==> src/rtl/ncl_pkg.sv <==
// ncl_pkg -- shared definitions for the NCL instruction transmitter.
//
// Contents:
//   NCL_DATA_W    : default instruction word width (dual-rail bits I7..I0).
//   NCL_RAIL_NULL : level of one rail in the NULL wavefront; a bus bit is
//                   NULL when both of its rails sit at this level.
//   ncl_state_t   : transmitter FSM states. ERR exists only when
//                   NCL_TX_TIMEOUT_EN is defined.
package ncl_pkg;

    localparam int   NCL_DATA_W    = 8;
    localparam logic NCL_RAIL_NULL = 1'b0;

    typedef enum logic [1:0] {
        IDLE = 2'd0,
        DATA = 2'd1,
        NULL = 2'd2
`ifdef NCL_TX_TIMEOUT_EN
        ,
        ERR  = 2'd3
`endif
    } ncl_state_t;

endpackage

==> src/rtl/ncl_sync.sv <==
// ncl_sync -- STAGES-deep flop synchronizer for a single asynchronous bit.
//
// Ports:
//   clk : sampling clock
//   rst : synchronous active-high reset; clears every stage to 0
//   d   : asynchronous input
//   q   : synchronized output, STAGES rising edges behind d
module ncl_sync #(
    parameter int STAGES = 2
) (
    input  logic clk,
    input  logic rst,
    input  logic d,
    output logic q
);

    logic [STAGES-1:0] ff;

    always_ff @(posedge clk) begin
        if (rst) begin
            ff <= '0;
        end else begin
            ff <= {ff[STAGES-2:0], d};
        end
    end

    assign q = ff[STAGES-1];

endmodule

==> src/rtl/ncl_instr_tx.sv <==
// ncl_instr_tx -- converts single-rail instruction words into a four-phase
// NULL Convention Logic dual-rail wavefront sequence (DATA, NULL, DATA, ...).
//
// Optional feature: define NCL_TX_TIMEOUT_EN to add a per-phase handshake
// timeout. Without it, err is tied 0 and the FSM waits indefinitely.
//
// Handshake: a word is transferred on a rising edge where in_valid and
// in_ready are both 1. in_ready is only high in IDLE with the synchronized
// receiver completion (ko_s) requesting DATA, and never during rst. in_valid
// with in_ready low is ignored and in_data is not captured.
//
// Ports:
//   clk       : clock, all state updates on the rising edge
//   rst       : synchronous active-high reset
//   in_valid  : single-rail word offered
//   in_ready  : word accepted this cycle
//   in_data   : single-rail instruction word
//   out_t     : true rails of the dual-rail bus (flop outputs)
//   out_f     : false rails of the dual-rail bus (flop outputs)
//   ko_in     : asynchronous receiver completion, 1 = want DATA, 0 = want NULL
//   busy      : high whenever the FSM is not in IDLE
//   err       : handshake timeout flag, held until rst
//   fsm_state : current FSM state, for observation
module ncl_instr_tx import ncl_pkg::*; #(
    parameter int DATA_W      = NCL_DATA_W,
    parameter int SYNC_STAGES = 2,
    parameter int TIMEOUT_CYC = 255
) (
    input  logic              clk,
    input  logic              rst,
    input  logic              in_valid,
    output logic              in_ready,
    input  logic [DATA_W-1:0] in_data,
    output logic [DATA_W-1:0] out_t,
    output logic [DATA_W-1:0] out_f,
    input  logic              ko_in,
    output logic              busy,
    output logic              err,
    output ncl_state_t        fsm_state
);

    if (SYNC_STAGES < 2 || SYNC_STAGES > 4) begin : g_bad_sync
        $error("ncl_instr_tx: SYNC_STAGES must be 2..4");
    end
    if (TIMEOUT_CYC < 1) begin : g_bad_timeout
        $error("ncl_instr_tx: TIMEOUT_CYC must be at least 1");
    end

    localparam logic [DATA_W-1:0] RAILS_NULL = {DATA_W{NCL_RAIL_NULL}};

    ncl_state_t        state, state_next;
    logic [DATA_W-1:0] data_q, data_next;
    logic [DATA_W-1:0] t_next, f_next;
    logic              ko_s;
    logic              transfer;

    ncl_sync #(.STAGES(SYNC_STAGES)) u_ko_sync (
        .clk (clk),
        .rst (rst),
        .d   (ko_in),
        .q   (ko_s)
    );

    assign in_ready = (state == IDLE) && ko_s && !rst;
    assign transfer = in_valid && in_ready;

`ifdef NCL_TX_TIMEOUT_EN
    localparam int CNT_W = $clog2(TIMEOUT_CYC + 1);
    logic [CNT_W-1:0] cnt_q;
    logic             timeout;

    // cnt_q counts completed cycles in the current state, so the exit edge
    // into ERR is the TIMEOUT_CYC-th edge after entering DATA or NULL.
    assign timeout = (cnt_q == CNT_W'(TIMEOUT_CYC - 1));

    always_ff @(posedge clk) begin
        if (rst || (state_next != state)) begin
            cnt_q <= '0;
        end else if ((state == DATA) || (state == NULL)) begin
            cnt_q <= cnt_q + 1'b1;
        end
    end

    assign err = (state == ERR);
`else
    assign err = 1'b0;
`endif

    // Transitions act on the level of ko_s in the current state only, so
    // any earlier toggling of ko_s inside the state has no effect.
    always_comb begin
        state_next = state;
        data_next  = data_q;
        case (state)
            IDLE: begin
                if (transfer) begin
                    state_next = DATA;
                    data_next  = in_data;
                end
            end
            DATA: begin
                if (!ko_s) begin
                    state_next = NULL;
                end
`ifdef NCL_TX_TIMEOUT_EN
                else if (timeout) begin
                    state_next = ERR;
                end
`endif
            end
            NULL: begin
                if (ko_s) begin
                    state_next = IDLE;
                end
`ifdef NCL_TX_TIMEOUT_EN
                else if (timeout) begin
                    state_next = ERR;
                end
`endif
            end
`ifdef NCL_TX_TIMEOUT_EN
            ERR: begin
                state_next = ERR;
            end
`endif
            default: begin
                state_next = IDLE;
            end
        endcase
    end

    // Rails are registered from the next state: the bus only shows a word
    // while in DATA, which is only reachable from IDLE, so a NULL wavefront
    // always separates two DATA wavefronts and t/f are never both high.
    assign t_next = (state_next == DATA) ? data_next  : RAILS_NULL;
    assign f_next = (state_next == DATA) ? ~data_next : RAILS_NULL;

    always_ff @(posedge clk) begin
        if (rst) begin
            state  <= IDLE;
            data_q <= '0;
            out_t  <= RAILS_NULL;
            out_f  <= RAILS_NULL;
        end else begin
            state  <= state_next;
            data_q <= data_next;
            out_t  <= t_next;
            out_f  <= f_next;
        end
    end

    assign busy      = (state != IDLE);
    assign fsm_state = state;

endmodule

==> config.mk <==
export PLATFORM = sky130hd
export DESIGN_NAME = ncl_instr_tx
export DESIGN_NICKNAME = d
export VERILOG_FILES = /design/src/rtl/ncl_pkg.sv /design/src/rtl/ncl_sync.sv /design/src/rtl/ncl_instr_tx.sv
export SDC_FILE = /design/constraint.sdc
export NUM_CORES = 1
export LEC_CHECK = 0
export CAP_MARGIN = 30
export CORE_MARGIN = 10
export CORE_UTILIZATION = 30
export DETAILED_ROUTE_END_ITERATION = 8
export DONT_BUFFER_PORTS = 1
export PLACE_DENSITY = 0.56
export SLEW_MARGIN = 30
export SYNTH_ARGS = -nofsm -noshare
export SYNTH_HDL_FRONTEND = slang
export SYNTH_HIERARCHICAL = 1
export SYNTH_SLANG_ARGS = --single-unit
==> constraint.sdc <==
create_clock -name clk -period 4.4 [get_ports clk]
set_clock_uncertainty 0.15 [all_clocks]
set_input_delay 0.44 -clock clk [delete_from_list [all_inputs] [get_ports clk]]
set_output_delay 0.44 -clock clk [all_outputs]
set_load 0.02 [all_outputs]
# --- Word-level counts from Yosys, hierarchy flattened ---
# Cells that the tools add are included.
# Widths: inputs -> output; s select.
word_totals:
  romBits: 0
  in_bits: 12
  latchBits: 0
  ff_bits: 28
  ramBits: 0
  wordCells: 23
  memories: 0
op_classes:
  n_mul: 0
  muxes: 6
  addsub: 0
  n_eq_ne: 3
  div: 0
  n_shift: 0
  order_cmp: 0
  reduce_logical: 7
  n_bitwise: 2
op_table:
  columns: ["op", "count"]
  rows:
  - ["$mux 8", 2]
  - ["$not 8->8", 1]
  - ["$mux 2", 3]
  - ["$pmux 2 s3", 1]
  - ["$eq 2x1->1 const B", 2]
  - ["$logic_and 1x1->1", 3]
  - ["$eq 2x2->1 const B", 1]
  - ["$logic_not 2->1", 1]
  - ["$reduce_bool 2->1", 1]
  - ["$reduce_or 2->1", 1]
  - ["$logic_not 1->1", 1]
  - ["$not 1->1", 1]

# --- Logic depth before layout (Yosys ltp) ---
# Gate-level depths: netlist of the first run.
depth:
  depth_word: 9
  depth_mapped: 5

# --- By module ---
# Netlist of the first run, hierarchy kept.
modules_own_cells:
  columns: ["module", "n_inst", "cells_each", "area_each_um2"]
  rows:
  - ["ncl_instr_tx", 1, 81, 1029.7]
  - ["ncl_sync", 1, 4, 52.6]

# --- Worst setup path before layout of the first run ---
# No wires, ideal clock.
synth_timing:
  path_type: "register to output"
  start: "reg state[1], in the netlist fsm_state[1]"
  end: "out in_ready"
  path_slack_ps: 2603
  arrival_time_ps: 1207
  n_path_buf: 1
  path_stages_with_launch: 4
  path_cell_list: "dfxtp_1 or4b_4 buf_12 clkinv_16"
synth_via:
  elab_chain_len: 3
synth_rtl:
  columns: ["item", "line", "text"]
  rows:
  - ["from (decl)", "ncl_instr_tx.sv:51", "ncl_state_t state, state_next;"]
  - ["from (signal assigned)", "ncl_instr_tx.sv:145", "state <= state_next;"]
  - ["$logic_not 2->1", "ncl_instr_tx.sv:64", "assign in_ready = (state == IDLE) && ko_s && !rst;"]
  - ["$logic_and 1x1->1 (2 in series)", "ncl_instr_tx.sv:64", null]
  - ["to (decl)", "ncl_instr_tx.sv:32", "output logic in_ready,"]
# No other way between the ends.

# --- Worst setup path after layout of the first run ---
# Ends and elaborated chain as after synthesis.

==> key figures, run 1 <==
Final layout
  – Nets: between 90 and 100
  – Fill cell count: 365
  – N_diodes: 0
  – Area of the multi-input gates: 427 um^2
  – Commonest non-fill, non-tap cells in the layout: 28 x dfxtp_1, 16 x a21oi_1, 9 x o21ai_2
  – Leading cell type in the layout, fill and taps excluded: dfxtp_1
  – FF/Latch Area: 561 um^2
  – Layout cells sized above 1: 0.279
  – P&R area growth vs syn: 5.20%

Clocking
  – Clock-pin slew on the worst setup and hold paths: around 140 ps
  – Root Buffer: clkbuf_4
  – TritonCTS Sinks: 28
  – Post_cts resized: 0
  – CTS Buf Count: 3
  – CTS tree: built
  – CTS Buffer Depth: 2
  – Clk_lat worst skew: approximately 320 ps
  – H-tree depth: 1

Timing
  – Fmax: roughly 450 MHz
  – Hold Vio Cnt, Final: 0
  – RSZ-0062 raised after global routing: false
  – Slew @ Worst Pin: roughly 600 ps
  – Fin crit period: between 2000 and 2500 ps
  – Number of setup violations in the final report: 0
  – Count of pins over their slew limit: 0
  – Total negative setup slack: 0 ps
  – Final Cycle Share: 0.508
  – Final hold slack: ~90 ps
  – Slew headroom: 0.611

Detailed routing
  – Via density: 4.52
  – DRT iter0 DRCs: 23
  – Routed len/inst: ~16 um
  – Post-Route WL: around 2.1 mm
  – Residual DRC: 0
  – DRT Pass-1 Iters: 3
  – Via count: a little under 600
  – ANT nets after route: 0

GRT
  – GR Util met2: 0.0923
  – GRT Max-Usage Layer: met2
  – Largest net degree at the start of global routing: 18
  – GR Layer Usage met1: 0.0823
  – Vias in the first global route: approximately 580
  – M3 GR Usage: 0.0412
  – First-pass GRT wire length: roughly 3.3 mm
  – GRT Overall Usage: 0.0659
  – GR Overflow Total: 0
  – Initial antenna violation count: 0

Power
  – VDD IR-drop max: about 0.21 mV
  – Pleak: between 0.0004 and 0.0005 uW
  – Power per Cell Area: about 350 nW/um^2

Synth
  – Synth Register Bits: 28
  – Area fraction of the dominant cell type after synthesis: 0.518
  – Synth Warn #: 6
  – Synth cell types: 20
  – Synth Net Count: 97
  – Synth area leader: dfxtp_1
  – Syn avg cell area: roughly 13 um^2
  – Seq/Total Area, Yosys: 0.518
  – Post-synthesis cell count: 85
  – Synth area leaders: dfxtp_1 52%, nand3_4 13%, a21oi_1 7.4%
  – Synthesized area: around 1100 um^2

Worst setup path
  – Data required, critical path: ~3800 ps
  – Critical path class: flop to output pin
  – Worst reg2reg startpoint: fsm_state[1]
  – Worst EP arrival: approximately 1600 ps
  – R2R Path End: out_f[3]
  – CP Launch Type: flop
  – Reg2Reg Depth: 4
  – Critical Path Sink Type: output pin
  – FF-to-FF setup slack: approximately 2600 ps
  – CP max FO: 9
  – Critical path cell sequence: or4b_4 -> clkinv_16
  – Largest stage delay, worst path: about 730 ps
  – Slowest CP cell: or4b_4

Place
  – Port Buffers: 0
  – GPL Wtd Cong: 0.631

Floorplan
  – Core Area: approximately 3400 um^2
  – Initial Utilization: 0.317
  – FP Rows: 21
  – IO Pins: 33
  – Die height: ~80 um
  – Die Wd: approximately 80 um
  – Die area: 6410 um^2

Job
  – Max cap viols: 0

Min path
  – Min-Delay Endpoint: u_ko_sync/ff[0]
  – HP Class: input port to flop
  – Hold path cells: 1
  – Min-Delay Startpoint: ko_in

Outcome
  – Status: finished, final reports clean
cell usage after synthesis:
cell type / count
clkinv_16: 1
or4b_4: 1
nor2b_1: 2
nor3b_1: 1
dfxtp_1: 28
o21ai_2: 8
a21oi_1: 16
buf_12: 1
buf_4: 1
nand3_4: 8
inv_1: 2
clkbuf_16: 1
clkbuf_1: 1
and3b_1: 8
or2_2: 1
o21ai_0: 1
buf_2: 1
conb_1: 1
xnor2_1: 1
nor3_1: 1
timing repair:
action | in CTS | in global routing
buffers inserted | 0 | 0
hold buffers | 1 | 1
endpoints found under the hold margin | 1 | 10
per-stage QoR:
stage | cell area [um^2] | cells | utilization | worst slack [ps] | power, uW
after floorplan | 1080 | 85 | - | 2600 | 287
after global placement | 1080 | 126 | 0.316 | 2540 | 281
after detailed placement | 1080 | 126 | 0.316 | 2520 | 282
after CTS | 1120 | 131 | 0.329 | 2140 | 405
after global routing | 1140 | 132 | 0.333 | 2100 | 423
final | 1140 | 132 | 0.333 | 2170 | 401
worst max path at each step:
stage | start | endpoint | cells past startpoint
after global routing | fsm_state[1] | in_ready | 2
after global placement | fsm_state[1] | in_ready | 2
final | fsm_state[1] | in_ready | 2
after CTS | fsm_state[1] | in_ready | 2
after floorplan | fsm_state[1] | in_ready | 3
after detailed placement | fsm_state[1] | in_ready | 2
power breakdown:
part / internal [uW] / switching (uW)
registers: 257 / 4.03
clock network: 50.6 / 71.3
logic: 6.29 / 11.2
state kept, by name (all words and copies together), names as in the netlist:
name	count
data_q	8
out_f	8
out_t	8
fsm_state	2
u_ko_sync/ff	2
area by class of cell:
type	count	area share
sequential	28	0.492
multi-input combinational	49	0.375
clock buffer	4	0.0319
timing repair buffer	2	0.0176
tap	46	0.0505
inverter	3	0.0330
routing by layer:
metal  part of all wire  up-vias
met2               0.46       21
met4             0.0068        0
li1                   -      300
met3              0.099        2
met5                  0        -
met1               0.43      274
worst max-delay path, delay by kind of cell, from the launching register on:
kind,cells,cell delay (ps)
buffers and inverters,1,140
flip-flops,1,440
AND/OR/NAND/NOR,1,730
logic make-up after synthesis:
kind of cell    after synthesis  share of synthesized area
compound gates               25                      0.143
xor+xnor                      1                    0.00809
buf+inv                       8                     0.0913
flops                        28                      0.518
other cells                   1                    0.00346
simple gates                 22                      0.236
Power figures use the tool's default switching activity.
==> run 2, diff against run 1 <==
==> constraint.sdc (replaced) <==
create_clock -name clk -period 2.3 [get_ports clk]
set_clock_uncertainty 0.15 [all_clocks]
set_input_delay 0.23 -clock clk [delete_from_list [all_inputs] [get_ports clk]]
set_output_delay 0.23 -clock clk [all_outputs]
set_load 0.02 [all_outputs]
==> run 2 against run 1 <==
The flow now finishes with violations (hold timing). Worst setup slack got worse by 2100 ps. Flip-flop and latch count did not move. Power up 84%. Die area unchanged. Wire length increased by 18%.
==> key figures, run 2 (synthesis gave the netlist of run 1 again) <==
GRT
  – GRT Max-Usage Layer: met2
  – GR Layer Usage met1: 0.0774 (-0.00495)
  – First-pass GRT wire length: 3.43 mm (+4.9%)
  – Initial antenna violation count: 0 (unchanged)
  – GR Overflow Total: 0 (unchanged)
  – GRT Overall Usage: 0.0705 (+0.00462)
  – Largest net degree at the start of global routing: 18 (unchanged)
  – GR Util met2: 0.113 (+0.0209)
  – Vias in the first global route: 657 (+13%)
  – M3 GR Usage: 0.0434 (+0.00223)

Floorplan
  – IO Pins: 33 (unchanged)
  – FP Rows: 21 (unchanged)
  – Initial Utilization: 0.317 (unchanged)
  – Die height: 80.1 um (unchanged)
  – Die Wd: 80.1 um (unchanged)
  – Core Area: 3420 um^2 (unchanged)
  – Die area: 6410 um^2 (unchanged)

Timing
  – RSZ-0062 raised after global routing: false
  – Final hold slack: -39.3 ps (-129 ps)
  – Count of pins over their slew limit: 0 (unchanged)
  – Number of setup violations in the final report: 0 (unchanged)
  – Total negative setup slack: 0 ps (unchanged)
  – Post-route setup slack: 64.8 ps (-2100 ps)
  – Hold Vio Cnt, Final: 7 (+7)
  – Final Cycle Share: 0.972
  – Fin crit period: ~2200 ps
  – Fmax: 447 MHz

Worst setup path
  – Worst EP arrival: 2320 ps (+680 ps)
  – Data required, critical path: 2390 ps (-1420 ps)
  – Largest stage delay, worst path: 660 ps (-70 ps)
  – CP max FO: 9 (unchanged)
  – Slowest CP cell: or4b_4
  – Critical path class: flop to flop
  – CP Launch Type: flop
  – Critical path cell sequence: or4b_4 -> clkinv_16 -> nand3_4 -> dlygate4sd3_1 -> and3b_1
  – Critical Path Sink Type: flop

Outcome
  – Failing checks: hold timing
  – Status: finished, violations left

Place
  – Dpl hpwl: roughly 1.6 mm
  – Post-DP Area: 1090 um^2 (+0.70%)
  – GPL Wtd Cong: 0.638 (+1.0%)
  – DP Cell Count: 127 (+0.79%)
  – Port Buffers: 0 (unchanged)
  – Pre-CTS WS: 495 ps (-2030 ps)

Clocking
  – Root Buffer: clkbuf_4
  – H-tree depth: 1 (unchanged)
  – CTS Buffer Depth: 2 (unchanged)
  – TritonCTS Sinks: 28 (unchanged)
  – CTS Buf Count: 3 (unchanged)
  – Clock-pin slew on the worst setup and hold paths: 140 ps (about the same)
  – Post-CTS Repair Setup Buffers: 0 (unchanged)
  – Clk_lat worst skew: 320 ps (about the same)
  – CTS tree: built

Power
  – VDD IR-drop max: 0.403 mV (+90%)
  – Power per Cell Area: 560 nW/um^2 (+59%)
  – Pleak: 0.000516 uW (+28%)

Final layout
  – Fill cell count: 351 (-3.8%)
  – Nets: 118 (+19%)
  – Final Util: 0.385 (+0.0516)
  – Finished Layout Cells: 150 (+14%)
  – P&R area growth vs syn: 21.5%
  – Commonest non-fill, non-tap cells in the layout: 26 x dfxtp_1, 19 x dlygate4sd3_1, 16 x a21oi_1
  – Leading cell type in the layout, fill and taps excluded: dfxtp_1
  – Finished Cell Area: 1320 um^2 (+15%)
  – Layout cells sized above 1: 0.250 (-0.0291)
  – Biggest regs: data_q x8, out_f x8, out_t x8
  – N_diodes: 0 (unchanged)

Detailed routing
  – Via count: 699 (+17%)
  – DRT Pass-1 Iters: 2 (-1)
  – ANT nets after route: 0 (unchanged)
  – Residual DRC: 0 (unchanged)
  – Via density: 4.66 (+3.0%)
  – DRT iter0 DRCs: 44 (+91%)
  – Post-Route WL: 2.45 mm (+18%)
  – Routed len/inst: 16.3 um (+4.2%)

Min path
  – HP Class: input port to flop

Job
  – Max cap viols: 0 (unchanged)
==> run 2: cell types whose count changed in the layout (fill, tap and decap cells not counted) <==
cell,previous run,this run
o21ai_2,9,8
buf_4,0,1
or4b_4,1,2
dlygate4sd3_1,2,19
dfxtp_2,0,2
clkbuf_8,1,0
dfxtp_1,28,26
o21ai_1,0,1
==> run 2: final timing paths <==
check	start	end	slack [ps]	cells past startpoint
setup / recovery	fsm_state[0]	out_f[7]	60	5
hold / removal	in_valid	out_f[5]	-40	2
setup reg to reg	fsm_state[0]	out_f[7]	60	5
hold reg to reg	u_ko_sync/ff[0]	u_ko_sync/ff[1]	320	1
==> run 2: worst max-delay path, delay by kind of cell (launching register included) <==
family,cells,cell delay (ps)
buf+inv,2,680
flops,1,410
simple gates,3,890
==> run 2: timing repair <==
item | in CTS | in global routing
endpoints found under the setup margin | 0 | 11
gates resized for setup | 0 | 3
hold buffers | 13 | 6
endpoints found under the hold margin | 27 | 13
==> run 2: metal layers <==
layer  vias to the layer above  wire (um)  part of all wire
met5                         -          0                 0
met4                         0         14            0.0057
met3                         2        189             0.077
met2                        23       1170              0.48
met1                       341       1070              0.44
li1                        333          -                 -
==> run 2: power by group <==
group / internal [uW] / switching, uW
Combinational: 15.5 / 22.5
Sequential: 492 / 8.34
Clock: 61.5 / 136
==> run 2: per-stage QoR <==
stage               total power, uW  hold WS [ps]
floorplan                       549           152
global placement                538           152
detailed placement              539           154
CTS                             743          -119
global route                    763         -47.4
finish                          736         -39.3
==> run 2: cell type report <==
class / instances / area [um^2] / area share
clock buffers: 3 / 22.5 / 0.0171
inverters: 3 / 37.5 / 0.0285
multi-input cells: 50 / 437 / 0.332
flip-flops and latches: 28 / 563 / 0.428
well taps: 46 / 57.6 / 0.0438
repair buffers: 20 / 198 / 0.150
==> run 3, diff against run 2 <==
--- a/config.mk
+++ b/config.mk
@@ -6,6 +6,7 @@
 export NUM_CORES = 1
 export LEC_CHECK = 0
 export CAP_MARGIN = 30
+export CORE_ASPECT_RATIO = 0.5
 export CORE_MARGIN = 10
 export CORE_UTILIZATION = 30
 export DETAILED_ROUTE_END_ITERATION = 8
@@ -14,5 +15,4 @@
 export SLEW_MARGIN = 30
 export SYNTH_ARGS = -nofsm -noshare
 export SYNTH_HDL_FRONTEND = slang
-export SYNTH_HIERARCHICAL = 1
 export SYNTH_SLANG_ARGS = --single-unit
==> run 3 against run 2 <==
The flow now finishes without violations. Register-to-register slack better by 40 ps. Global-route usage is 0.31 points lower. Clock-buffer cell count is 1 higher.
==> key figures, run 3 <==
Outcome
  – Status: finished, final reports clean

Detailed routing
  – Via density: 4.40 (-5.7%)
  – ANT nets after route: 0 (unchanged)
  – Routed len/inst: 15.2 um (-6.6%)
  – Residual DRC: 0 (unchanged)
  – DRT iter0 DRCs: 32 (-27%)
  – Post-Route WL: 2.35 mm (-4.1%)
  – Highest metal used: met4
  – Metal-1 WL: 972 um (-9.3%)
  – DRT Pass-1 Iters: 4 (+2)
  – Via count: 677 (-3.1%)
  – Met2 wire length: 1.19 mm (+1.9%)
  – Met3 routed WL: 152 um (-20%)

Worst setup path
  – Largest stage delay, worst path: 660 ps (about the same)
  – Slowest CP cell: or4b_4
  – Worst path bufs/invs: 2 (unchanged)
  – Worst EP arrival: 2250 ps (-70 ps)
  – Reg2Reg Depth: 5 (unchanged)
  – Critical Path Sink Type: flop
  – CP max FO: 9 (unchanged)
  – Crit-path leading delay family: simple AND/OR/NAND/NOR gates
  – R2R Path End: out_t[6]
  – Critical path cell sequence: or4b_4 -> clkinv_16 -> nand3_4 -> dlygate4sd3_1 -> a21oi_1
  – Worst reg2reg startpoint: fsm_state[1]
  – Critical path class: flop to flop
  – Data required, critical path: 2350 ps (-40 ps)
  – FF-to-FF setup slack: 100 ps (+40 ps)
  – CP Launch Type: flop

Power
  – Power per Cell Area: 634 nW/um^2 (+13%)
  – Pleak: 0.000493 uW (-4.6%)
  – VDD IR-drop max: 0.266 mV (-34%)

Clocking
  – CTS Buffer Depth: 2 (unchanged)
  – Clock-pin slew on the worst setup and hold paths: 90 ps (-50 ps)
  – Clk_lat worst skew: 270 ps (-50 ps)
  – CTS tree: built
  – H-tree depth: 1 (unchanged)
  – Root Buffer: clkbuf_8
  – CTS Buf Count: 3 (unchanged)
  – TritonCTS Sinks: 28 (unchanged)

Floorplan
  – Die height: 62.4 um (-22%)
  – Core Area: 3430 um^2 (+0.55%)
  – Initial Utilization: 0.314 (-0.00319)
  – FP Rows: 15 (-29%)
  – IO Pins: 33 (unchanged)
  – Die Wd: 105 um (+31%)
  – Die area: 6530 um^2 (+1.9%)

Synth
  – Post-synth ARST share: 0 (unchanged)
  – Synth Register Bits: 28 (unchanged)
  – Most frequent cells after synthesis: 28 x dfxtp_1, 16 x a21oi_1, 8 x and3b_1, 8 x nand3_4, 8 x o21ai_2
  – Synth Warn #: 0 (-6)
  – Syn avg cell area: 12.7 um^2 (-0.46%)
  – Synth cell types: 20 (unchanged)
  – Most frequent cell after synthesis: dfxtp_1
  – Post-synth EDFFs: 0 (unchanged)
  – Primary FF master, synth: dfxtp_1
  – Synth Net Count: 97 (unchanged)
  – Synthesized area: 1080 um^2 (-0.46%)
  – Area fraction of the dominant cell type after synthesis: 0.520 (+0.00241)
  – Synth area leaders: dfxtp_1 52%, nand3_4 13%, a21oi_1 7.4%
  – Seq/Total Area, Yosys: 0.520 (+0.00241)
  – Post-synthesis cell count: 85 (unchanged)
  – Synth area leader: dfxtp_1

Timing
  – Fin crit period: 2200 ps (-35.7 ps)
  – Slew @ Worst Pin: between 600 and 700 ps
  – Fmax: 455 MHz (+1.6%)
  – Number of setup violations in the final report: 0 (unchanged)
  – Total negative setup slack: 0 ps (unchanged)
  – Slew headroom: 0.592
  – Hold Vio Cnt, Final: 0 (-7)
  – RSZ-0062 raised after global routing: false
  – Count of pins over their slew limit: 0 (unchanged)
  – Final Cycle Share: 0.956 (-0.0155)

Min path
  – Min-Delay Startpoint: in_valid
  – Hold path cells: 2 (unchanged)
  – Min-Delay Endpoint: out_f[7]
  – HP Class: input port to flop

GRT
  – GRT Overall Usage: 0.0674 (-0.00306)
  – First-pass GRT wire length: 3.54 mm (+3.2%)
  – Largest net degree at the start of global routing: 18 (unchanged)
  – GR Overflow Total: 0 (unchanged)
  – Initial antenna violation count: 0 (unchanged)
  – Vias in the first global route: 652 (-0.76%)

Final layout
  – Biggest regs: data_q x8, out_f x8, out_t x8
  – Fill cell count: 342 (-2.6%)
  – Nets: 116 (-1.7%)
  – Leading cell type in the layout, fill and taps excluded: dfxtp_1
  – P&R area growth vs syn: 24.4%
  – N_diodes: 0 (unchanged)
  – Commonest non-fill, non-tap cells in the layout: 26 x dfxtp_1, 18 x dlygate4sd3_1, 16 x a21oi_1
  – Layout cells sized above 1: 0.262 (+0.0121)
  – Final Util: 0.390 (+0.00518)
  – Finished Layout Cells: 154 (+2.7%)

Job
  – Max cap viols: 0 (unchanged)

Place
  – Dpl hpwl: 1.44 mm (-7.1%)
  – Port Buffers: 0 (unchanged)
  – DP Cell Count: 131 (+3.1%)
  – GPL Wtd Cong: 0.657 (+3.0%)
-- run 3: cell counts after synthesis --
No cell type changed its count.
-- run 3: kinds of logic (layout without fill, tap and decap cells) --
logic type,count (synthesis),count (layout),synth area share
AO/OA/AOI/OAI,25,25,0.144
XOR/XNOR,1,1,0.00813
buffers and inverters,8,25,0.0871
flip-flops,28,28,0.520
other,1,1,0.00348
AND/OR/NAND/NOR,22,23,0.237
-- run 3: metal layers --
metal	GRT usage	vias up
met5	0	-
met4	0.0255	0
met3	0.0288	2
met2	0.114	18
met1	0.0737	324
li1	-	333
-- run 3: final cells by class --
class | count | area (um^2) | area share
Inverter | 3 | 37.5 | 0.0280
Sequential cell | 28 | 563 | 0.420
Clock buffer | 4 | 55.1 | 0.0411
Tap cell | 51 | 63.8 | 0.0476
Timing Repair Buffer | 18 | 180 | 0.134
Multi-Input combinational cell | 50 | 440 | 0.329
-- run 3: per-stage QoR --
step / power, uW / instance area [um^2] / hold slack [ps] / setup slack [ps]
2_1_floorplan: 548 / 1080 / 152 / 590
3_3_place_gp: 538 / 1080 / 153 / 502
3_5_place_dp: 538 / 1090 / 154 / 478
4_1_cts: 849 / 1270 / -60.7 / 7.24
5_1_grt: 887 / 1340 / 4.65 / 10.3
6_report: 850 / 1340 / 19.7 / 101
-- run 3: timing repair --
| action | CTS | global route |
|---|---|---|
| endpoints found under the setup margin | 0 | 11 |
| hold buffers | 13 | 5 |
| setup buffers | 0 | 0 |
| endpoints found under the hold margin | 19 | 5 |
| resized for setup | 0 | 3 |
-- run 3: worst max-delay path by stage --
stage | start | end | slack [ps] | depth (start not counted)
3_5_place_dp | fsm_state[0] | out_f[1] | 480 | 4
6_report | fsm_state[1] | out_t[6] | 100 | 5
3_3_place_gp | fsm_state[0] | out_f[3] | 500 | 2
5_1_grt | fsm_state[1] | data_q[4] | 10 | 5
4_1_cts | fsm_state[0] | out_t[7] | 7 | 5
2_1_floorplan | fsm_state[0] | out_f[0] | 590 | 5
-- run 3: power by group --
part	internal, uW	switching, uW	leakage (uW)
Clock	153	149	0.0000288
Combinational	20.1	27.5	0.000236
Sequential	491	8.42	0.000227
